<file path="config.mk">
export PLATFORM = sky130hd
export DESIGN_NAME = trigger_decoder
export DESIGN_NICKNAME = d
export VERILOG_FILES = /design/src/rtl/trigger_decoder.sv
export SDC_FILE = /design/constraint.sdc
export NUM_CORES = 1
export LEC_CHECK = 0
export BUFFER_PORTS_ARGS = -buffer_cell sky130_fd_sc_hd__buf_2
export CORE_ASPECT_RATIO = 1.25
export CORE_MARGIN = 2
export CORE_UTILIZATION = 50
export DETAILED_ROUTE_END_ITERATION = 16
export GPL_TIMING_DRIVEN = 0
export PLACE_DENSITY = 0.68
export SYNTH_ARGS = -nofsm -noshare
export SYNTH_HDL_FRONTEND = slang
export SYNTH_SLANG_ARGS = --single-unit
</file>
<file path="constraint.sdc">
create_clock -name clk -period 4.6 [get_ports clk]
set_input_delay 0.23 -clock clk [delete_from_list [all_inputs] [get_ports clk]]
set_output_delay 0.23 -clock clk [all_outputs]
set_load 0.01 [all_outputs]
</file>
<file path="src/rtl/trigger_decoder.sv">
// trigger_decoder: missing-tooth crank wheel decoder; define TRIGGER_DECODER_NOISE_FILTER_EN to reject edges closer than a quarter tooth period
module trigger_decoder #(
   parameter int TEETH   = 36,
   parameter int MISSING = 1,
   parameter int PW      = 16
) (
   input  logic          clk,
   input  logic          reset,
   input  logic          vrin,
   output logic          synced,
   output logic          tooth_stb,
   output logic          rev_stb,
   output logic [5:0]    tooth_idx,
   output logic [PW-1:0] tooth_period,
   output logic          sync_err
);
   typedef enum logic [1:0] {SEARCH, VERIFY, SYNCED} state_t;
   localparam logic [PW-1:0] CMAX = '1;
   localparam logic [5:0]    LAST = 6'(TEETH - MISSING - 1);

   state_t        state_q, state_d;
   logic [2:0]    vr_q;
   logic          edge_q;
   logic [PW-1:0] cnt_q, cnt_d, prev_q, prev_d, per_q, per_d;
   logic          vld_q, vld_d, armed_q, armed_d;
   logic [5:0]    idx_q, idx_d;
   logic          tstb_q, tstb_d, rstb_q, rstb_d, err_q, err_d;
   logic          sat, noise, acc, gap, lock, ok;

   assign sat = cnt_q == CMAX;
`ifdef TRIGGER_DECODER_NOISE_FILTER_EN
   assign noise = vld_q && (cnt_q < (prev_q >> 2));
`else
   assign noise = 1'b0;
`endif
   assign acc  = edge_q && !noise;
   assign gap  = vld_q && ({1'b0, cnt_q, 1'b0} > ({2'b0, prev_q} + {1'b0, prev_q, 1'b0}));
   assign lock = state_q != SEARCH;
   assign ok   = lock && (gap == (idx_q == LAST));

   // two-flop synchronizer followed by a registered rising-edge detect
   always_ff @(posedge clk)
      if (reset) begin
         vr_q   <= '0;
         edge_q <= 1'b0;
      end else begin
         vr_q   <= {vr_q[1:0], vrin};
         edge_q <= vr_q[1] & ~vr_q[2];
      end

   // period measurement, gap classification and SEARCH/VERIFY/SYNCED transitions
   always_comb begin
      state_d = state_q;
      cnt_d   = sat ? cnt_q : cnt_q + 1'b1;
      prev_d  = prev_q;
      per_d   = per_q;
      vld_d   = vld_q;
      armed_d = armed_q;
      idx_d   = idx_q;
      tstb_d  = 1'b0;
      rstb_d  = 1'b0;
      err_d   = 1'b0;
      if (sat) begin
         state_d = SEARCH;
         vld_d   = 1'b0;
         armed_d = 1'b0;
         err_d   = lock;
      end
      if (acc) begin
         cnt_d   = PW'(1);
         armed_d = 1'b1;
      end
      if (acc && armed_q && !sat) begin
         if (!gap) begin
            prev_d = cnt_q;
            vld_d  = 1'b1;
         end
         if (ok) begin
            tstb_d  = 1'b1;
            idx_d   = gap ? 6'd0 : idx_q + 1'b1;
            per_d   = gap ? per_q : cnt_q;
            state_d = gap ? SYNCED : state_q;
            rstb_d  = gap && state_q == SYNCED;
         end else if (lock) begin
            state_d = SEARCH;
            err_d   = 1'b1;
         end else if (gap) begin
            state_d = VERIFY;
            idx_d   = 6'd0;
            tstb_d  = 1'b1;
         end
      end
   end

   // state, measurement and output registers
   always_ff @(posedge clk)
      if (reset) begin
         state_q <= SEARCH;
         cnt_q   <= '0;
         prev_q  <= '0;
         per_q   <= '0;
         vld_q   <= 1'b0;
         armed_q <= 1'b0;
         idx_q   <= '0;
         tstb_q  <= 1'b0;
         rstb_q  <= 1'b0;
         err_q   <= 1'b0;
      end else begin
         state_q <= state_d;
         cnt_q   <= cnt_d;
         prev_q  <= prev_d;
         per_q   <= per_d;
         vld_q   <= vld_d;
         armed_q <= armed_d;
         idx_q   <= idx_d;
         tstb_q  <= tstb_d;
         rstb_q  <= rstb_d;
         err_q   <= err_d;
      end

   assign synced       = state_q == SYNCED;
   assign tooth_stb    = tstb_q;
   assign rev_stb      = rstb_q;
   assign tooth_idx    = idx_q;
   assign tooth_period = per_q;
   assign sync_err     = err_q;
endmodule
</file>
Word-level counts from Yosys, hierarchy flattened
Cells that the tools add are included.
- $add $sub $neg: 3
- multipliers: 0
- divide/modulo/power cells: 0
- magnitude comparators: 1
- equal/unequal tests: 7
- shift-type cells: 0
- multiplexer cells: 24
- bitwise gates (word level): 5
- reduce and logical (&&, ||, !) cells: 15
- operators with widths (cell ; number):
    2-to-1 mux 6 bit ; 4
    adder 16 x 17 -> 18 bit ; 1
    greater-than comparator 17 x 18 -> 1 bit ; 1
    adder 16 x 1 -> 16 bit (second input constant) ; 1
    equality test 16 bit (second input constant) ; 1
    2-to-1 mux 1 bit ; 14
    2-to-1 mux 2 bit ; 6
    adder 6 x 1 -> 6 bit (second input constant) ; 1
    equality test 6 bit (second input constant) ; 1
    AND reduction 3 bit ; 2
    nonzero test 2 bit ; 3
    logical AND 1 bit ; 5
    inverter 1 bit ; 4
    OR reduction 2 bit ; 2
    inequality test 3 bit (second input constant) ; 1
    OR reduction 3 bit ; 1
    equality test 2 bit (second input constant) ; 1
    inequality test 2 x 1 -> 1 bit (second input constant) ; 1
    inequality test 2 bit (second input constant) ; 1
    AND reduction 2 bit ; 1
    AND 1 bit ; 1
    equality test 1 bit ; 1
    zero test 1 bit ; 1
- register bits: 65
- latch bits: 0
- RAM bits: 0
- memory bits (read-only): 0
- memories: 0

Longest topological paths before layout
- depth in word-level cells: 7
- gate-level depth with buffers: 17
- mapped depth without buffers: 15

Worst setup path before layout
Ideal clock, no wire load.
- path type: register to register
- start: reg prev_q[1]
- end: reg per_q[0], in the netlist tooth_period[0]
- setup time: 72 ps
- arrival time: 3671 ps
- required time: 4528 ps
- setup slack: 858 ps
- stages on the path, launching flop included: 17
- clock period less this slack: 3742 ps
- path through: dfxtp_1 ha_1 fa_1 a211oi_4 o21bai_4 a2bb2oi_4 nand2_1 a21oi_1 xnor2_1 ha_1 nand2_1 nor3_1 a211oi_1 nand3_1 a21oi_4 buf_8 mux2i_1
- word-level cells in the longest chain between the ends: 6
- elaborated cells on any way between the ends: 7
- classes of those cells: 1 x add/sub; 1 x order compare; 1 x eq/ne; 1 x bitwise; 3 x reduce/logical
- RTL lines (what ; line ; source):
    start: declaration ; 24 ; logic [PW-1:0] cnt_q, cnt_d, prev_q, prev_d, per_q, per_d;
    start signal: assignment ; 111 ; prev_q <= prev_d;
    adder 16 x 17 -> 18 bit * ; 37 ; assign gap = vld_q && ({1'b0, cnt_q, 1'b0} > ({2'b0, prev_q} + {1'b0, prev_q, 1'b0}));
    greater-than comparator 17 x 18 -> 1 bit * ; 37 ;
    logical AND 1 bit * ; 37 ;
    equality test 1 bit ; 39 ; assign ok = lock && (gap == (idx_q == LAST));
    logical AND 1 bit ; 39 ;
    AND reduction 3 bit (no line) * ; - ;
    end signal: assignment ; 112 ; per_q <= per_d;
    end: declaration ; 24 ;
Mark *: on every way between the ends. The rest lies on a longest branch, timed or not.
A chain may end at the register's enable or synchronous reset.

Worst setup path after layout
- start: reg prev_q[1]
- end: reg prev_q[8]
- word-level cells in the longest chain between the ends: 5
- RTL lines (what ; line):
    adder 16 x 17 -> 18 bit ; 37
    greater-than comparator 17 x 18 -> 1 bit ; 37
    logical AND 1 bit ; 37
    inverter 1 bit (no line) ; -
    AND reduction 2 bit (no line) ; -
Every way passes these cells.

==> out/qor.txt <==
synth warn = 0
power per cell area = 244 nW/um^2
FP Rows = 37
CTS buffer count = 9
Reg clk slew, reported paths = 0.07 ns
Core ar. = 8150 um^2
Top FF cell, synth = dfxtp_1
# setup viols final = 0
r2r startpoint = prev_q[1]
crit-path max FO = 10
clk sink count = 65
number of nets with antenna violations after routing = 0
1st-pass router iterations = 5
ys async rst share = 0%
Area Overhead vs Synth = 10.6%
layout cells sized above 1 = 14.7%
DP HPWL = 7.86 mm
Avg WL per Cell = 16.6 um
Port Buffers = 27
GPL Wtd Cong = 0.893
Arrival @ worst endpoint = 4.53 ns
largest net degree at the start of global routing = 11
Worst-Skew Late Latency = 0.36 ns
Slew @ Worst Pin = 0.620 ns
Die Y = 106 um
Worst Skew = 0.00850 ns
relative slew slack = 58.4%
#FFs+latches synth = 65
initial antenna violation count = 0
Max Cap Violations = 0
vias in the first global route = 3616
Final Hold Fails = 0
R2R cell count = 17
max incr delay on CP = 0.48 ns
die area = 9030 um^2
crit path cell chain = ha_1 -> fa_1 -> a211oi_4 -> o21bai_4 -> a2bb2oi_4 -> nand2_1 -> a21oi_1 -> xnor2_1 -> ha_1 -> nand2_1 -> nor3_1 -> a211oi_1 -> and3_1 -> buf_2 -> clkbuf_1 -> o211ai_1 -> a21oi_1
Total GRT Usage = 24.2%
period utilisation layout = 92.2%
Max Slew Vio Count = 0
EDFF count, synth = 0
Setup crit start = prev_q[1]
Final min period = 4.24 ns
Synth area leader = dfxtp_1
Setup TNS Final = 0 ns
# diodes = 0
final hold slack = 0.0876 ns
Via Count = 3724
global route overflow = 0
# fillers = 796
root buf cell = clkbuf_8
1st-iter DRT viols = 274
H-tree depth = 3
combined area of all synthesized cells = 4140 um^2
fmax = 0.236 GHz
Via density = 5.99
hold depth = 2
I/O pins = 29
Critical Path End Type = flip-flop
worst hold path class = input port to flip-flop
post-synth top area share = 31.4%
most common cell in the synthesized netlist = nand2_1
RSZ-0062 raised after global routing = false
worst hold start = vrin
Power, Total = 1.12 mW
Crit-path slowest cell = fa_1
sequential area share after synthesis = 31.4%
LEAKAGE = 1.82 nW
clock tree from TritonCTS = yes
global-route wire length before repair = 17.4 mm
cells after synthesis = 483
Avg Inst Size Synth = 8.57 um^2
Peak VDD IR = 0.217 mV
largest cells by area after synthesis = dfxtp_1 31%, ha_1 11%, nand2_1 6.1%
DR DRC count = 0
worst setup path class = flip-flop to flip-flop
initial core utilization = 50.8%
critical path required time = 4.89 ns
WL final = 10.3 mm
Post-synth top cells = 67 x nand2_1, 65 x dfxtp_1, 41 x a21oi_1, 35 x ha_1, 30 x nand3_1
status = finished, final reports clean
startpoint type of the worst setup path = flip-flop
CTS max path bufs = 2
synth unique cells = 70
Layout Nets = 561
Die Wd = 85.4 um
Hold-fix buffers, CTS = 0
syn_nets = 522
-- worst paths after layout --
path	to	slack [ns]
max	prev_q[8]	0.36
min	vr_q[0]	0.09
max reg2reg	prev_q[8]	0.36
min reg2reg	acc	0.38
-- logic make-up after synthesis --
kind of cell,count (synthesis),synth area share [%]
AOI/OAI and AO/OA,122,21.4
xor gates and xnor gates,23,4.86
adders and majority gates,36,11.1
buffers and inverters,34,4.26
DFF,65,31.4
muxes,18,4.35
and+or+nand+nor,185,22.6
-- cells in the final DEF, fill, tap and decap left out, types with 3 or more instances in the layout --
cell      count
or2_2         3
a211oi_1      5
ha_1         35
and3_1        7
xor2_1       17
o21ai_0      12
clkbuf_1     15
o31ai_1       3
nand3_1      29
dfxtp_1      65
nor3_1        9
inv_1         8
mux2i_1      18
o211ai_1     20
a21o_1        3
nand4_1      14
clkbuf_8     11
nor2b_1       8
nand2_1      67
xnor2_1       6
a31oi_1       5
or3_1         3
nor2_1       28
a21oi_1      41
nor4_1        3
buf_2        32
-- what timing repair did --
action,4_1_cts,5_1_grt
buffers inserted,0,1
endpoints found under the setup margin,0,10
resized for setup,0,3
-- metal layers --
| layer | up-vias | wire [um] | track usage (%) |
|---|---|---|---|
| met2 | 85 | 5160 | 41.0 |
| li1 | 1854 | - | - |
| met3 | 14 | 427 | 3.68 |
| met5 | - | 0 | 0 |
| met4 | 0 | 198 | 9.41 |
| met1 | 1771 | 4560 | 30.8 |
-- power breakdown --
group	internal [mW]	switching (mW)	leakage [nW]
combinational	0.0287	0.0687	1.21
sequential	0.571	0.0109	0.525
clock	0.217	0.221	0.0871
-- sequential cells by signal, indices dropped and copies added, names as in the netlist --
signal        cells
vr_q              3
vld_q             1
cnt_q            16
tooth_period     16
armed_q           1
prev_q           16
tooth_stb         1
sync_err          1
tooth_idx         6
acc               1
rev_stb           1
state_q           2
-- layout make-up --
| cell class | count | area (um^2) | share of cell area (%) |
|---|---|---|---|
| Inverter | 9 | 33.8 | 0.738 |
| Tap cell | 97 | 121 | 2.65 |
| Clock inverter | 3 | 17.5 | 0.382 |
| Multi-Input combinational cell | 384 | 2670 | 58.3 |
| Sequential cell | 65 | 1300 | 28.4 |
| Clock buffer | 11 | 151 | 3.31 |
| Buffer | 25 | 144 | 3.14 |
| Timing Repair Buffer | 28 | 143 | 3.11 |
-- metrics by stage --
step                      instances  instance area (um^2)  util (%)  setup WS, ns
after global routing            622                  4580      56.2        0.0228
after global placement          607                  4400      54.0         0.270
final                           622                  4580      56.2         0.357
after CTS                       621                  4570      56.1         0.171
after detailed placement        607                  4400      54.0         0.209
after floorplan                 483                  4140         -         0.858
-- critical path: cells and delay by family (launching register included) --
family / cells / cell delay [ns]
DFF: 1 / 0.38
xor gates and xnor gates: 1 / 0.17
and+or+nand+nor: 4 / 0.46
adders and majority gates: 3 / 1.00
AOI/OAI and AO/OA: 7 / 1.60
buffers and inverters: 2 / 0.56
No activity file was read; power rests on OpenSTA's default activity.
